File: config.mk
export PLATFORM = sky130hd
export DESIGN_NAME = ps2_scan_receiver
export DESIGN_NICKNAME = d
export VERILOG_FILES = /design/src/rtl/ps2_scan_receiver.sv
export SDC_FILE = /design/constraint.sdc
export NUM_CORES = 1
export LEC_CHECK = 0
export BUFFER_PORTS_ARGS = -buffer_cell sky130_fd_sc_hd__buf_2
export CORE_ASPECT_RATIO = 0.75
export CORE_MARGIN = 2
export CORE_UTILIZATION = 40
export DETAILED_ROUTE_END_ITERATION = 16
export GPL_TIMING_DRIVEN = 1
export PLACE_DENSITY = 0.67
export SLEW_MARGIN = 10
export SYNTH_ARGS = -nofsm -noshare
export SYNTH_HDL_FRONTEND = slang
export SYNTH_SLANG_ARGS = --single-unit
File: constraint.sdc
create_clock -name vga_clk -period 3.48 [get_ports vga_clk]
set_input_delay 0.174 -clock vga_clk [delete_from_list [all_inputs] [get_ports vga_clk]]
set_output_delay 0.174 -clock vga_clk [all_outputs]
set_load 0.01 [all_outputs]
File: src/rtl/ps2_scan_receiver.sv
// PS/2 scan-code receiver: frame decode plus set-2 E0/F0 prefix handling, producing key_en/key_rel strobes.
// Latency: key_en/key_rel/parity_err/frame_err rise one vga_clk after the filtered fall that samples the stop bit.
// No backpressure: every decoded event overwrites key_in. Optional macro PS2_TYPEMATIC_FILTER_EN suppresses auto-repeat makes.
module ps2_scan_receiver #(
  parameter int FILTER_LEN     = 4,
  parameter int TIMEOUT_CYCLES = 50000
) (
  input  logic       vga_clk,
  input  logic       reset,
  input  logic       ps2_clk,
  input  logic       ps2_data,
  output logic [7:0] key_in,
  output logic       key_en,
  output logic       key_ext,
  output logic       key_rel,
  output logic       parity_err,
  output logic       frame_err
);

  localparam int          FCW     = (FILTER_LEN > 1) ? $clog2(FILTER_LEN) : 1;
  localparam logic [FCW-1:0] F_LAST = FCW'(FILTER_LEN - 1);
  localparam logic [15:0] TO_LAST = 16'(TIMEOUT_CYCLES - 1);

  typedef enum logic [1:0] {IDLE, DATA, PARITY, STOP} state_t;

  state_t          state, state_nxt;
  logic            clk_s1, clk_s2, data_s1, data_s2;
  logic            filt_clk, fall_tick;
  logic [FCW-1:0]  filt_cnt;
  logic [2:0]      bit_cnt;
  logic [7:0]      shift;
  logic            par_bit, par_ok;
  logic [15:0]     to_cnt;
  logic            timeout, byte_valid, perr_c, ferr_c;
  logic            ext_flag, brk_flag;
`ifdef PS2_TYPEMATIC_FILTER_EN
  logic [8:0]      last_make;
`endif

  // Two-flop synchronizers; reset to the idle-high bus level.
  always_ff @(posedge vga_clk) begin
    if (reset) begin
      clk_s1  <= 1'b1;
      clk_s2  <= 1'b1;
      data_s1 <= 1'b1;
      data_s2 <= 1'b1;
    end else begin
      clk_s1  <= ps2_clk;
      clk_s2  <= clk_s1;
      data_s1 <= ps2_data;
      data_s2 <= data_s1;
    end
  end

  // Glitch filter: accept a new clock level after FILTER_LEN consecutive samples; flag the 1->0 change.
  always_ff @(posedge vga_clk) begin
    if (reset) begin
      filt_clk  <= 1'b1;
      filt_cnt  <= '0;
      fall_tick <= 1'b0;
    end else begin
      fall_tick <= 1'b0;
      if (clk_s2 == filt_clk) begin
        filt_cnt <= '0;
      end else if (filt_cnt == F_LAST) begin
        filt_cnt  <= '0;
        filt_clk  <= clk_s2;
        fall_tick <= ~clk_s2;
      end else begin
        filt_cnt <= filt_cnt + 1'b1;
      end
    end
  end

  assign par_ok  = ^{par_bit, shift};
  // A real fall takes precedence over a timeout landing on the same cycle.
  assign timeout = (state != IDLE) && (to_cnt == TO_LAST) && !fall_tick;

  // Frame FSM state register.
  always_ff @(posedge vga_clk) begin
    if (reset) state <= IDLE;
    else       state <= state_nxt;
  end

  // Frame FSM next state: moves only on filtered falls, or back to IDLE on timeout.
  always_comb begin
    state_nxt = state;
    if (timeout) begin
      state_nxt = IDLE;
    end else if (fall_tick) begin
      case (state)
        IDLE:    if (!data_s2) state_nxt = DATA;
        DATA:    if (bit_cnt == 3'd7) state_nxt = PARITY;
        PARITY:  state_nxt = STOP;
        default: state_nxt = IDLE;
      endcase
    end
  end

  // Frame FSM outputs: completed byte or the reason the frame was dropped (stop error beats parity).
  always_comb begin
    byte_valid = 1'b0;
    perr_c     = 1'b0;
    ferr_c     = 1'b0;
    if (timeout) begin
      ferr_c = 1'b1;
    end else if (fall_tick) begin
      if (state == IDLE && data_s2) begin
        ferr_c = 1'b1;
      end else if (state == STOP) begin
        if (!data_s2)     ferr_c     = 1'b1;
        else if (!par_ok) perr_c     = 1'b1;
        else              byte_valid = 1'b1;
      end
    end
  end

  // Frame datapath: LSB-first shifter, bit counter, parity capture and the mid-frame timeout counter.
  always_ff @(posedge vga_clk) begin
    if (reset) begin
      bit_cnt <= '0;
      shift   <= '0;
      par_bit <= 1'b0;
      to_cnt  <= '0;
    end else begin
      if (state == IDLE || fall_tick) to_cnt <= '0;
      else                            to_cnt <= to_cnt + 16'd1;
      if (fall_tick) begin
        case (state)
          IDLE:    bit_cnt <= '0;
          DATA:    begin
            shift   <= {data_s2, shift[7:1]};
            bit_cnt <= bit_cnt + 3'd1;
          end
          PARITY:  par_bit <= data_s2;
          default: ;
        endcase
      end
    end
  end

  // Scan-code decoder: prefix tracking, event strobes and registered error pulses.
  always_ff @(posedge vga_clk) begin
    if (reset) begin
      key_in     <= '0;
      key_en     <= 1'b0;
      key_ext    <= 1'b0;
      key_rel    <= 1'b0;
      parity_err <= 1'b0;
      frame_err  <= 1'b0;
      ext_flag   <= 1'b0;
      brk_flag   <= 1'b0;
`ifdef PS2_TYPEMATIC_FILTER_EN
      last_make  <= '0;
`endif
    end else begin
      key_en     <= 1'b0;
      key_rel    <= 1'b0;
      parity_err <= perr_c;
      frame_err  <= ferr_c;
      if (byte_valid) begin
        case (shift)
          8'hE0: ext_flag <= 1'b1;
          8'hF0: brk_flag <= 1'b1;
          8'hAA, 8'hFA, 8'hEE, 8'h00, 8'hFF: begin
            ext_flag <= 1'b0;
            brk_flag <= 1'b0;
          end
          default: begin
            key_in   <= shift;
            key_ext  <= ext_flag;
            ext_flag <= 1'b0;
            brk_flag <= 1'b0;
            if (brk_flag) begin
              key_rel <= 1'b1;
`ifdef PS2_TYPEMATIC_FILTER_EN
              if (last_make == {ext_flag, shift}) last_make <= '0;
`endif
            end else begin
`ifdef PS2_TYPEMATIC_FILTER_EN
              // 0x00 is never a make code, so a cleared last_make cannot match.
              if (last_make != {ext_flag, shift}) begin
                key_en    <= 1'b1;
                last_make <= {ext_flag, shift};
              end
`else
              key_en <= 1'b1;
`endif
            end
          end
        endcase
      end
    end
  end

endmodule

After elaboration in Yosys (flattened, before gate mapping)
Cells that the tools add are included.
{"block": "classes", "reduce_logical": 25, "add_sub_neg": 3, "eq_ne": 15, "n_mux": 20, "bitwise_logic": 10}
{"operator": "== test 8 bit (second input constant)", "count": 6}
{"operator": "adder 16 x 1 -> 16 bit (second input constant)", "count": 1}
{"operator": "== test 16 bit (second input constant)", "count": 1}
{"operator": "2-to-1 mux 1 bit", "count": 14}
{"operator": "AND reduction 2 bit", "count": 7}
{"operator": "inverter 1 bit", "count": 10}
{"operator": "OR reduction 9 bit", "count": 1}
{"operator": "parity 9 bit", "count": 1}
{"operator": "zero test 8 bit", "count": 1}
{"operator": "OR reduction 7 bit", "count": 1}
{"operator": "== test 2 bit (second input constant)", "count": 3}
{"operator": "case mux 2 bit (3 select lines)", "count": 1}
{"operator": "case mux 3 bit (2 select lines)", "count": 1}
{"operator": "OR reduction 3 bit", "count": 2}
{"operator": "OR reduction 6 bit", "count": 1}
{"operator": "2-to-1 mux 2 bit", "count": 2}
{"operator": "inequality test 2 bit (second input constant)", "count": 2}
{"operator": "case mux 1 bit (2 select lines)", "count": 2}
{"operator": "nonzero test 2 bit", "count": 2}
{"operator": "OR reduction 2 bit", "count": 2}
{"operator": "adder 3 x 1 -> 3 bit (second input constant)", "count": 1}
{"operator": "== test 3 bit (second input constant)", "count": 1}
{"operator": "logical AND 1 bit", "count": 3}
{"operator": "AND reduction 3 bit", "count": 1}
{"operator": "other kinds (6)", "count": 6}
{"block": "totals", "inputBits": 4, "word_cells": 93, "regBits": 53, "out_inout_bits": 13}

Depth between registers and ports, before layout
{"block": "depth", "depth_word": 9, "mapped_depth": 7, "depth_no_buf": 6}

Least setup slack after synthesis
OpenSTA, ideal clock, no wires.
{"block": "synth_timing", "path_kind": "flip-flop to flip-flop", "start": "register shift[6]", "end": "register key_ext", "t_arrival_ns": 1.897, "period_less_slack_ns": 1.969, "path_buffers": 1, "path_slack_ns": 1.511, "path_stages_with_launch": 8, "setup_time_ns": 0.072, "t_required_ns": 3.408, "cell_sequence": "dfxtp_1 inv_1 ha_1 xnor3_2 xnor2_2 nor4b_4 buf_6 mux2i_1"}
{"block": "synth_via", "elab_chain_cells": 8}
{"element": "start, declared", "line": "31", "rtl": "logic [7:0] shift;"}
{"element": "start signal, assigned", "line": "132", "rtl": "shift <= {data_s2, shift[7:1]};"}
{"element": "parity 9 bit", "line": "75", "rtl": "assign par_ok = ^{par_bit, shift};"}
{"element": "2-to-1 mux 1 bit", "line": "112", "rtl": "else if (!par_ok) perr_c = 1'b1;"}
{"element": "2-to-1 mux 1 bit", "line": "111", "rtl": "if (!data_s2) ferr_c = 1'b1;"}
{"element": "2-to-1 mux 1 bit", "line": "110", "rtl": "end else if (state == STOP) begin"}
{"element": "2-to-1 mux 1 bit", "line": "108", "rtl": "if (state == IDLE && data_s2) begin"}
{"element": "2-to-1 mux 1 bit", "line": "107", "rtl": "end else if (fall_tick) begin"}
{"element": "2-to-1 mux 1 bit", "line": "105", "rtl": "if (timeout) begin"}
{"element": "AND reduction 2 bit (no line) (*)"}
{"element": "end signal, assigned", "line": "171", "rtl": "key_ext <= ext_flag;"}
{"element": "end, declared", "line": "14", "rtl": "output logic key_ext,"}
Every way passes the cells marked *; elsewhere a longest branch is shown, timed or not.
A chain may end at the register's enable or synchronous reset.

Worst setup path after layout
{"block": "layout_timing", "start": "register shift[6]", "end": "register key_en"}
{"block": "layout_via", "elab_chain_cells": 9}
{"element": "parity 9 bit", "line": "75"}
{"element": "2-to-1 mux 1 bit", "line": "112"}
{"element": "2-to-1 mux 1 bit", "line": "111"}
{"element": "2-to-1 mux 1 bit", "line": "110"}
{"element": "2-to-1 mux 1 bit", "line": "108"}
{"element": "2-to-1 mux 1 bit", "line": "107"}
{"element": "2-to-1 mux 1 bit", "line": "105"}
{"element": "inverter 1 bit (no line)"}
{"element": "OR reduction 9 bit (no line) (*)"}
{"element": "end signal, assigned", "line": "146", "rtl": "key_en <= 1'b0;"}
{"element": "end signal, assigned", "line": "157", "rtl": "key_en <= 1'b0;"}
{"element": "end signal, assigned", "line": "187", "rtl": "key_en <= 1'b1;"}
{"element": "end, declared", "line": "13", "rtl": "output logic key_en,"}
Marked as above.

==> flow_metrics.py <==
metrics = {
    "logic_synthesis": {
        "synthesis.area_mm2": 0.00247,
        "ys_seq_area_frac": 0.430,
        "synth.distinct_cells": 39,
        "synth_top_area_frac": 0.430,
        "synthTopCellsByCount": "dfxtp_1 (53), nand2_1 (49), ha_1 (21)",
        "synth-main-ff-cell": "dfxtp_1",
        "synth.avg_cell_area_um2": 8.97,
        "synth_nets": 300,
        "synth_edf_count": 0,
        "synth_top_area_cell": "dfxtp_1",
        "syn_inst": 275,
        "ys_async_sr_fraction": 0,
        "ys_warn_count": 0,
        "synthTopCellsByArea": "dfxtp_1 (43%), ha_1 (11%), nand2_1 (7.5%)",
        "synth_most_common_cell": "dfxtp_1",
        "ys_ff_latch": 53,
    },
    "die": {
        "core_mm2": 0.00589,
        "fp.dieArea_mm2": 0.00682,
        "die_y_um": 72.0,
        "dieWidth_um": 94.7,
        "core.rowCount": 24,
        "start_util": 0.419,
        "io-pin-count": 17,
    },
    "clock_tree": {
        "cts_setup_buffers": 0,
        "clock_sinks": 53,
        "clkLatencyLatePin_ps": 300,
        "cts.clk_slew.worst_paths_ps": 90,
        "cts_buffer_depth": 2,
        "numCtsBuffers": 5,
        "clock-root-buffer": "clkbuf_8",
        "cts_tree": "built",
        "postCtsHoldBufs": 0,
        "post_cts_resized": 0,
        "htreeDepth": 2,
    },
    "worst_setup_path": {
        "cp_max_fo": 11,
        "required_ps": 3720,
        "start_kind": "flip-flop",
        "worstSetupEndpointType": "flip-flop",
        "criticalPathCategory": "flip-flop to flip-flop",
        "arrival_ps": 2790,
    },
    "global_routing": {
        "grt_overflow": 0,
        "antenna_found_initial": 0,
        "grt_max_degree": 26,
        "grt_pass1_wl_um": 7650,
        "grt.total_usage": 0.142,
        "grt_pass1_vias": 1645,
    },
    "power": {
        "powerDensity_mw_per_mm2": 362,
        "comb_power_share": 0.014,
        "max-vdd-ir-drop_uv": 127,
        "switchingPower_mw": 0.213,
        "p_int_mw": 0.756,
        "pwr-share-clk": 0.356,
        "leakage_nw": 1.02,
        "seqPwrFrac": 0.630,
        "p_sw_frac": 0.220,
    },
    "cells_and_area": {
        "finalNonFillerCells": 365,
        "drive_gt1_frac": 0.115,
        "final_nets": 311,
        "synthToLayoutAreaGrowth_pct": 8.52,
        "antenna_cells": 0,
    },
    "sta": {
        "rsz0062_at_grt": "no",
        "setup-tns-final_ps": 0,
        "tightest_slew_ps": 846,
        "drv_slew": 0,
        "hold_viol_final": 0,
        "relSlewSlack": 0.434,
        "period_needed_ps": 2550,
        "fin_skew_ps": 3.71,
        "hold_ws_ps": 43.4,
        "max_freq_mhz": 392,
        "setup-violations-final": 0,
        "finalCritPeriodShare": 0.733,
    },
    "detailed_routing": {
        "vias": 1816,
        "vias_per_cell": 4.98,
        "drtPass1Iterations": 4,
        "drc_errors": 0,
        "ant_nets": 0,
        "initialDrtViolationCount": 111,
        "routed_wl_um": 4430,
        "post_drt_wl_per_cell_um": 12.1,
    },
    "place": {
        "routabilityCongestion": 0.796,
        "io_buffers": 16,
        "dp_cells": 357,
        "dp_hpwl_um": 3160,
    },
    "run_status": {
        "status": "completed",
    },
    "job": {
        "max-cap-violations": 0,
    },
    "min_path": {
        "hp-class": "input port to flip-flop",
    },
}
## power by group through the flow
stage	sequential (mW)	clock, mW	combinational (mW)
finish	0.610	0.345	0.0140
global placement	0.624	0	0.0142
CTS	0.610	0.363	0.0141
global route	0.611	0.382	0.0159
floorplan	0.624	0	0.00961
detailed placement	0.624	0	0.0141
## layout by cell type (no fill, tap or decap), drive strengths merged, types with 2 or more instances in the layout
cell	synthesis	final
dfxtp	53	53
nand2	49	49
ha	21	21
nor2	20	20
a21oi	17	17
buf	3	16
inv	15	16
mux2i	11	11
nand4	8	8
xor2	8	8
or3	7	7
o21ai	7	7
nand3	6	6
clkbuf	9	6
xnor2	5	5
a22oi	4	4
nor3	4	4
or2	4	4
and2	4	4
and4	3	3
and3	3	3
nor4bb	2	2
## worst max-delay path: stages (launching register included)
cell     delay, ps
dfxtp_1        410
inv_1           90
ha_1           310
xnor3_2        380
xnor2_2        260
nor4b_4        750
nor3b_2        280
## routing by layer
layer,vias to the layer above,part of all wire,track usage
met5,-,0,0
met4,0,0.018,0.0612
met3,8,0.041,0.0332
met2,26,0.42,0.214
met1,836,0.52,0.196
li1,946,-,-
## flip-flops by register name, indices dropped and copies added, names as in the netlist, 2 cells and up
signal / cells
bit_cnt: 3
filt_cnt: 2
key_in: 8
shift: 8
state: 2
to_cnt: 16
## metrics by stage
step           worst slack, ps  total power [mW]  area, um^2  utilization
2_1_floorplan             1510             0.633        2470            -
3_3_place_gp              1050             0.638        2590        0.440
3_5_place_dp               966             0.638        2590        0.440
4_1_cts                    941             0.987        2680        0.455
5_1_grt                    768              1.01        2680        0.455
6_report                   928             0.969        2680        0.455
## logic make-up (layout without fill, tap and decap cells)
family,after synthesis,count (layout),share of synthesized area
buf+inv,27,39,0.0446
mux,11,11,0.0446
flops,53,53,0.430
fa+ha+maj,21,21,0.106
compound gates,33,33,0.0771
simple gates,116,116,0.238
xor+xnor,14,14,0.0588
## final timing paths
check,endpoint,start,cells past startpoint,slack (ps)
worst min register to register,clk_s2$_SDFF_PP1_,clk_s1$_SDFF_PP1_,1,420
worst max-delay path,key_en$_SDFF_PP0_,shift[6]$_SDFFE_PP0P_,6,930
worst min-delay path,clk_s1$_SDFF_PP1_,ps2_clk,2,40
worst max register to register,key_en$_SDFF_PP0_,shift[6]$_SDFFE_PP0P_,6,930
## final cells by class
class	count	area [um^2]
fill	603	3210
multi-input combinational	195	1300
timing repair buffer	16	80.1
tap	78	97.6
clock inverter	2	13.8
clock buffer	6	72.6
inverter	15	56.3
sequential	53	1060
(Power assumes the default switching activity.)
